==> src/rtl/slurmboy_pkg.sv <==
// SlurmBoy reset sequencer shared types.
// State encoding and counter width helper.
package slurmboy_pkg;

  typedef logic [1:0] seq_state_t;

  localparam seq_state_t HOLD     = 2'd0;
  localparam seq_state_t LOCKWAIT = 2'd1;
  localparam seq_state_t RELEASE  = 2'd2;
  localparam seq_state_t RUN      = 2'd3;

  function automatic int cnt_w(input int n);
    return (n < 2) ? 1 : $clog2(n);
  endfunction

endpackage

==> src/rtl/slurmboy_sync2.sv <==
// SlurmBoy two-flop synchroniser.
// Async active-low reset to RST_VAL.
module slurmboy_sync2 #(
  parameter logic RST_VAL = 1'b0
) (
  input  logic clk_i,
  input  logic rst_ni,
  input  logic d_i,
  output logic q_o
);

  logic s1_q;
  logic s2_q;

  // two metastability stages
  always_ff @(posedge clk_i or negedge rst_ni) begin
    if (!rst_ni) begin
      s1_q <= RST_VAL;
      s2_q <= RST_VAL;
    end else begin
      s1_q <= d_i;
      s2_q <= s1_q;
    end
  end

  assign q_o = s2_q;

endmodule

==> src/rtl/slurmboy_reset_seq.sv <==
// SlurmBoy power-on reset sequencer.
// Hold, lock filter, staggered per-domain release.
module slurmboy_reset_seq
  import slurmboy_pkg::*;
#(
  parameter int NUM_DOMAINS    = 3,
  parameter int POR_CYCLES     = 10000,
  parameter int LOCK_FILTER    = 256,
  parameter int STAGGER_CYCLES = 16
) (
  input  logic                   clk,
  input  logic                   RSTb,
  input  logic                   pll_locked,
  input  logic                   sw_reset_req,
  output logic [NUM_DOMAINS-1:0] rst_out_n,
  output logic                   all_released,
  output logic [1:0]             seq_state
);

  localparam int POR_W  = cnt_w(POR_CYCLES);
  localparam int LOCK_W = cnt_w(LOCK_FILTER);
  localparam int STG_W  = cnt_w(STAGGER_CYCLES);

  seq_state_t              state_q, state_d;
  logic [POR_W-1:0]        por_q, por_d;
  logic [LOCK_W-1:0]       lock_q, lock_d;
  logic [STG_W-1:0]        stg_q, stg_d;
  logic [NUM_DOMAINS-1:0]  rst_q, rst_d;
  logic                    all_q, all_d;

  logic                    lock_s;
  logic                    por_done;
  logic                    lock_done;
  logic                    stg_done;
  logic                    lock_loss;
  logic [NUM_DOMAINS-1:0]  rst_next;

  slurmboy_sync2 #(
    .RST_VAL(1'b0)
  ) u_lock_sync (
    .clk_i (clk),
    .rst_ni(RSTb),
    .d_i   (pll_locked),
    .q_o   (lock_s)
  );

  assign por_done  = (por_q == POR_W'(POR_CYCLES - 1));
  assign lock_done = lock_s && (lock_q == LOCK_W'(LOCK_FILTER - 1));
  assign stg_done  = (stg_q == STG_W'(STAGGER_CYCLES - 1));
  assign lock_loss = !lock_s &&
                     ((state_q == RELEASE) || (state_q == RUN));
  // next domain released in index order: shift a one in from bit 0
  assign rst_next  = NUM_DOMAINS'({rst_q, 1'b1});

  // state, counters and registered reset outputs
  always_ff @(posedge clk or negedge RSTb) begin
    if (!RSTb) begin
      state_q <= HOLD;
      por_q   <= '0;
      lock_q  <= '0;
      stg_q   <= '0;
      rst_q   <= '0;
      all_q   <= 1'b0;
    end else begin
      state_q <= state_d;
      por_q   <= por_d;
      lock_q  <= lock_d;
      stg_q   <= stg_d;
      rst_q   <= rst_d;
      all_q   <= all_d;
    end
  end

  // next state and counter updates
  always_comb begin
    state_d = state_q;
    por_d   = por_q;
    lock_d  = lock_q;
    stg_d   = stg_q;
    if (sw_reset_req) begin
      state_d = HOLD;
      por_d   = '0;
    end else begin
      unique case (state_q)
        HOLD: begin
          if (por_done) begin
            state_d = LOCKWAIT;
            por_d   = '0;
            lock_d  = '0;
          end else begin
            por_d = por_q + POR_W'(1);
          end
        end
        LOCKWAIT: begin
          if (!lock_s) begin
            lock_d = '0;
          end else if (lock_done) begin
            state_d = (NUM_DOMAINS == 1) ? RUN : RELEASE;
            lock_d  = '0;
            stg_d   = '0;
          end else begin
            lock_d = lock_q + LOCK_W'(1);
          end
        end
        RELEASE: begin
          if (!lock_s) begin
            state_d = LOCKWAIT;
            lock_d  = '0;
          end else if (stg_done) begin
            stg_d = '0;
            if (rst_next[NUM_DOMAINS-1]) state_d = RUN;
          end else begin
            stg_d = stg_q + STG_W'(1);
          end
        end
        RUN: begin
          if (!lock_s) begin
            state_d = LOCKWAIT;
            lock_d  = '0;
          end
        end
      endcase
    end
  end

  // reset outputs: all fall together, rise one index at a time
  always_comb begin
    rst_d = rst_q;
    all_d = all_q;
    if (sw_reset_req || lock_loss) begin
      rst_d = '0;
      all_d = 1'b0;
    end else if (state_q == LOCKWAIT && lock_done) begin
      rst_d = NUM_DOMAINS'(1);
      all_d = (NUM_DOMAINS == 1);
    end else if (state_q == RELEASE && stg_done) begin
      rst_d = rst_next;
      all_d = rst_next[NUM_DOMAINS-1];
    end
  end

  assign rst_out_n    = rst_q;
  assign all_released = all_q;
  assign seq_state    = state_q;

endmodule

==> config.mk <==
export PLATFORM = sky130hd
export DESIGN_NAME = slurmboy_reset_seq
export DESIGN_NICKNAME = d
export VERILOG_FILES = /design/src/rtl/slurmboy_pkg.sv /design/src/rtl/slurmboy_sync2.sv /design/src/rtl/slurmboy_reset_seq.sv
export SDC_FILE = /design/constraint.sdc
export NUM_CORES = 1
export LEC_CHECK = 0
export CAP_MARGIN = 20
export CORE_MARGIN = 5
export CORE_UTILIZATION = 50
export CTS_BUF_LIST = sky130_fd_sc_hd__clkbuf_8
export DETAILED_ROUTE_END_ITERATION = 16
export PLACE_DENSITY = 0.81
export SLEW_MARGIN = 20
export SYNTH_ARGS = -nofsm -noshare
export SYNTH_HDL_FRONTEND = slang
export SYNTH_SLANG_ARGS = --single-unit
==> constraint.sdc <==
create_clock -name clk -period 1.8 [get_ports clk]
set_input_delay 0.36 -clock clk [delete_from_list [all_inputs] [get_ports clk]]
set_output_delay 0.36 -clock clk [all_outputs]
set_load 0.01 [all_outputs]
Word level (Yosys, flattened, before mapping)
Cells that the tools add are included.

Logic and storage cells: 72. Input port bits: 4. Output and inout port bits: 6. Register bits: 34.

Reduce and logical (&&, ||, !) cells: 15. Add/subtract/negate cells: 3. Bitwise gates (word level): 1. Mux-type cells: 28. Eq/ne operators: 17.

Operators by type and width (number): 14-bit two-way mux (3); 8-bit two-way mux (4); 8-bit one-hot mux with 3 select lines (1); 2-bit two-way mux (8); 4-bit two-way mux (4); 14-bit by 1-bit adder with 14-bit output (second input constant) (1); 14-bit equality test (second input constant) (1); 3-bit two-way mux (3); 3-bit != test (second input constant) (3); 8-bit by 1-bit adder with 8-bit output (second input constant) (1); 8-bit equality test (second input constant) (1); 4-bit != test (second input constant) (2); 2-bit one-hot mux with 4 select lines (1); 4-bit one-hot mux with 2 select lines (1); 2-bit != test (second input constant) (3); 6-bit AND reduction (1); 5-bit AND reduction (1); 4-bit by 1-bit adder with 4-bit output (second input constant) (1); 2-bit equality test (second input constant) (2); 4-bit equality test (second input constant) (1); 1-bit logical AND (4); 2-bit by 1-bit != test with 1-bit output (second input constant) (2); 2-bit nonzero test (2); 1-bit two-way mux (3); other kinds (9) (10).

Logic depth before layout (Yosys ltp)
Depth in word-level cells: 6. Depth in mapped cells: 9. Depth with buffers taken out: 7.

Cells and area by module
Synthesis repeated with hierarchy kept, for this count alone.

Cells, all modules: 206. Area, all modules: 1853.0 um^2.

Modules (own cells, without submodules): slurmboy_reset_seq (area an instance 1803.0 um^2, cells an instance 204, seq. area each 775.7 um^2, times used 1); slurmboy_sync2 (area an instance 50.0 um^2, cells an instance 2, seq. area each 50.0 um^2, times used 1).

Worst setup path before layout
OpenSTA, ideal clock, no wires.

Kind: reg-to-reg. Start: register state_q[0] (netlist: seq_state[0]). End: register stg_q[0]. Arrival: 1.920 ns. Setup time: 0.092 ns. Clock period less this slack: 2.011 ns. Buffers on the path: 1. Stages on the path, launching flop included: 9. Slack: -0.211 ns. Required time: 1.708 ns. Path through: dfrtp_1 > inv_1 > ha_1 > clkbuf_1 > nor2b_1 > a31oi_1 > or3b_4 > or2_1 > o31ai_2.

Cells in the longest elaborated chain, start to end: 3. Elaborated cells on any way between the ends: 8. Classes of those cells: eq/ne (5); mux (1); reduce/logical (2).

Ends and longest elaborated chain: start, declared (line slurmboy_reset_seq.sv:24) `seq_state_t state_q, state_d;`; start signal, assigned (line slurmboy_reset_seq.sv:65) `state_q <= state_d;`; 2-bit equality test / 2-bit by 1-bit equality test with 1-bit output (equally long branches) (line slurmboy_reset_seq.sv:84) `unique case (state_q)`; 2-bit by 1-bit != test with 1-bit output (no source line) (tied with other cells); 5-bit AND reduction (no source line); end signal, assigned (line slurmboy_reset_seq.sv:68) `stg_q <= stg_d;`; end, declared (line slurmboy_reset_seq.sv:27) `logic [STG_W-1:0] stg_q, stg_d;`.

Parallel ways exist; a longest one is shown, timed or not. A chain may end at the register's enable or synchronous reset.

Worst setup path in the final report
Ends and elaborated chain as after synthesis.

==> out/summary.txt <==
Status -> complete, but fails checks
Violations in the final reports -> setup timing
Crit-path max FO -> 5
Worst hold path depth -> 0
Max IR drop VDD -> 427.2 uV
Proportion of total power due to net switching -> 27.12%
Routability congestion estimate -> 0.8672
Final nets -> 274
Path type of the worst setup path -> flip-flop to flip-flop
ANT nets after route -> 0
Fillers -> 273
Diode insertion count for antenna repair -> 0
Area of the die -> 5020 sq um
Root Buffer Master -> clkbuf_8
Clock tree from TritonCTS -> built
Count of hold buffers inserted by post-cts repair -> 0
Sequential share of power -> 47.7%
Cell-internal power -> 1.230 mW
First-pass GRT wire length -> 7665 microns
Kind of end point of the critical path -> flip-flop
Part of the cycle the worst path needs -> 102.1%
Total power divided by cell area -> 687.4 nW/um^2
Async SR Flop Fraction -> 100.0%
Via/cell ratio -> 5.849
Top-Level Pins -> 10
Avg Cell Area, Syn -> 8.860 sq um
Max_cap viols -> 0
Final critical-path required period -> 1838 ps
Row Count -> 22
Maximum count of clock buffers along a single path -> 2
Critical path data arrival time -> 2040 ps
GRT Util Overall -> 19.22%
Sequential-to-total area share from yosys stat -> 44.59%
Post-synthesis cell type count -> 39
Clock network fraction of design power -> 33.6%
Pre-CTS setup slack -> -95.76 ps
Antenna violations before repair -> 0
Routed Wire Length -> 4634 microns
Number of enable-type register cells in the synthesized netlist -> 0
Worst Clk Skew -> 6.121 ps
Power dissipated by switching net loads -> 0.4577 mW
Average wire per cell in the routed design -> 14.90 microns
Final count of hold timing violations -> 0
Static leakage -> 1.130 nW
Fraction of layout instances using a drive strength above 1 -> 27.76%
Number of instances in the synthesized netlist -> 209
Dpl hpwl -> 3122 microns
Ys Warns -> 0
Chip width -> 70.86 microns
Number of clock sinks seen by CTS -> 33
Yosys reg bits -> 33
Placeable core area -> 3633 sq um
Critical path startpoint category -> flip-flop
Actual slew at the worst max-slew pin -> 415.5 ps
Worst-path cell chain -> inv_2 -> ha_2 -> nor2b_2 -> a31oi_1 -> or3b_4 -> or2_4 -> o31ai_2
Number of nets produced by synthesis -> 220
Number of cells on the critical path -> 7
Max transition margin -> 72.30%
Clock insertion delay at the later pin of the skew report -> 290 ps
Effective utilization at floorplan -> 50.96%
RSZ-0062 raised after global routing -> yes
Die boundary height -> 70.86 microns
Port Buf Inserts -> 9
Maximum clock frequency -> 543.9 MHz
Clock buffer count from CTS -> 5
CP Data Required Time -> 2000 ps
Vias after detailed routing -> 1819
Total overflow reported by the global router -> 0
Number of cells on the worst reg-to-reg path -> 7
Dominant register cell in the synthesized netlist -> dfrtp_1
Vias in the first global route -> 1699
Setup violators final -> 1
Combinational fraction of design power -> 18.7%
Post-synthesis cell area -> 1852 sq um
Family with the most delay on the worst path -> simple AND/OR/NAND/NOR gates
CP max stage cell -> dfrtp_2
Clock-pin transition on the worst setup and hold timing paths -> 70 ps
Finished Core Util -> 67.56%
Worst Hold Class -> flip-flop to flip-flop
Delay contributed by the slowest stage of the critical path -> 440 ps
1st-pass router iterations -> 5
Pin count of the biggest net entering global routing -> 34
Initial detailed-routing violation count -> 195
Total count of max-transition violations in the final report -> 0
Syn-to-layout area delta -> 32.57%
Slack of the critical path -> -38.43 ps
Max H-tree Level -> 2
Buffers and inverters on the worst path -> 1
Total DRC errors in the routed layout -> 0
==> cell families after synthesis <==
group,Yosys count,share of synthesized area [%]
xor+xnor,1,0.4731
buf+inv,15,3.784
compound gates,57,19.19
fa+ha+maj,7,4.730
flops,33,44.59
simple gates,96,27.23
==> flip-flops by register name, indices dropped and copies added, names as in the netlist <==
name	count
stg_q	4
lock_q	8
u_lock_sync.q_o	1
u_lock_sync.s1_q	1
rst_out_n	3
seq_state	2
por_q	14
==> what timing repair did <==
item / CTS / global route
gates resized for setup: 6 / 10
gates cloned: 0 / 0
buffers inserted: 3 / 1
hold endpoints to repair: 0 / 0
pin swaps: 1 / 6
endpoints found under the setup margin: 10 / 21
==> metrics by stage <==
| stage | hold slack (ps) | std cells | setup TNS (ps) | total power [mW] | cell area (sq um) |
|---|---|---|---|---|---|
| 4_1_cts | 350.6 | 310 | -57.77 | 1.682 | 2414 |
| 3_3_place_gp | 331.8 | 300 | -135.4 | 1.089 | 2283 |
| 3_5_place_dp | 335.8 | 300 | -504.1 | 1.100 | 2283 |
| 6_report | 348.1 | 311 | -38.43 | 1.688 | 2455 |
| 2_1_floorplan | 64.41 | 209 | -197.3 | 0.9497 | 1867 |
| 5_1_grt | 362.9 | 311 | -1072 | 1.773 | 2455 |
==> Yosys cell counts (6+ instances only) <==
library cell / instances / share of area, %
nand2_1: 27 / 5.5
and3_1: 7 / 2.4
o21ai_0: 6 / 1.6
a21oi_1: 10 / 2.7
o21ai_1: 15 / 4.1
a21o_1: 6 / 2.4
a31oi_1: 9 / 3.0
nand3_1: 16 / 4.3
dfrtp_1: 33 / 45
nor2_1: 11 / 2.2
ha_1: 7 / 4.7
==> worst paths after layout <==
check                           slack [ps]        startpoint              end
worst max-delay path                   -40      seq_state[0]         stg_q[0]
worst min-delay path                   350  u_lock_sync.s1_q  u_lock_sync.q_o
worst max register to register         -40      seq_state[0]         stg_q[0]
worst min register to register         350  u_lock_sync.s1_q  u_lock_sync.q_o
max in group asynchronous             1000              RSTb     seq_state[1]
min in group asynchronous              480              RSTb         stg_q[1]
==> layer usage <==
layer	vias to the layer above	global-route usage [%]	routed length [microns]	share of wire, %
li1	865	-	-	-
met1	894	24.69	2003	43
met2	51	31.20	2306	50
met3	9	4.688	243	5.2
met4	0	7.516	80	1.7
met5	-	0	0	0
==> area by class of cell <==
| type | count | area (sq um) | share of cell area (%) |
|---|---|---|---|
| Sequential cell | 33 | 828.3 | 33.74 |
| Clock inverter | 1 | 3.754 | 0.1529 |
| Multi-Input combinational cell | 161 | 1011 | 41.18 |
| Clock buffer | 6 | 82.58 | 3.364 |
| Timing Repair Buffer | 57 | 450.4 | 18.35 |
| Inverter | 5 | 18.77 | 0.7645 |
| Tap cell | 48 | 60.06 | 2.446 |
==> power groups by stage <==
stage / clock network (mW) / registers (mW) / logic (mW)
after floorplan: 0 / 0.820 / 0.130
after global placement: 0 / 0.814 / 0.275
after detailed placement: 0 / 0.816 / 0.284
after CTS: 0.579 / 0.803 / 0.300
after global routing: 0.617 / 0.808 / 0.349
final: 0.567 / 0.805 / 0.315
==> cells in the final DEF, fill, tap and decap left out, drive strengths merged, types with 5 or more instances in the layout <==
cell            n
o21ai          21
and3            7
nor2           12
ha              7
a31oi           9
nand2b          5
nand2          27
clkbuf          6
a21oi          10
clkdlybuf4s50   9
a21o            6
dfrtp          33
inv             6
o31ai           5
nand4           5
buf            48
nor3            5
nand3          16
(Power assumes the default switching activity.)
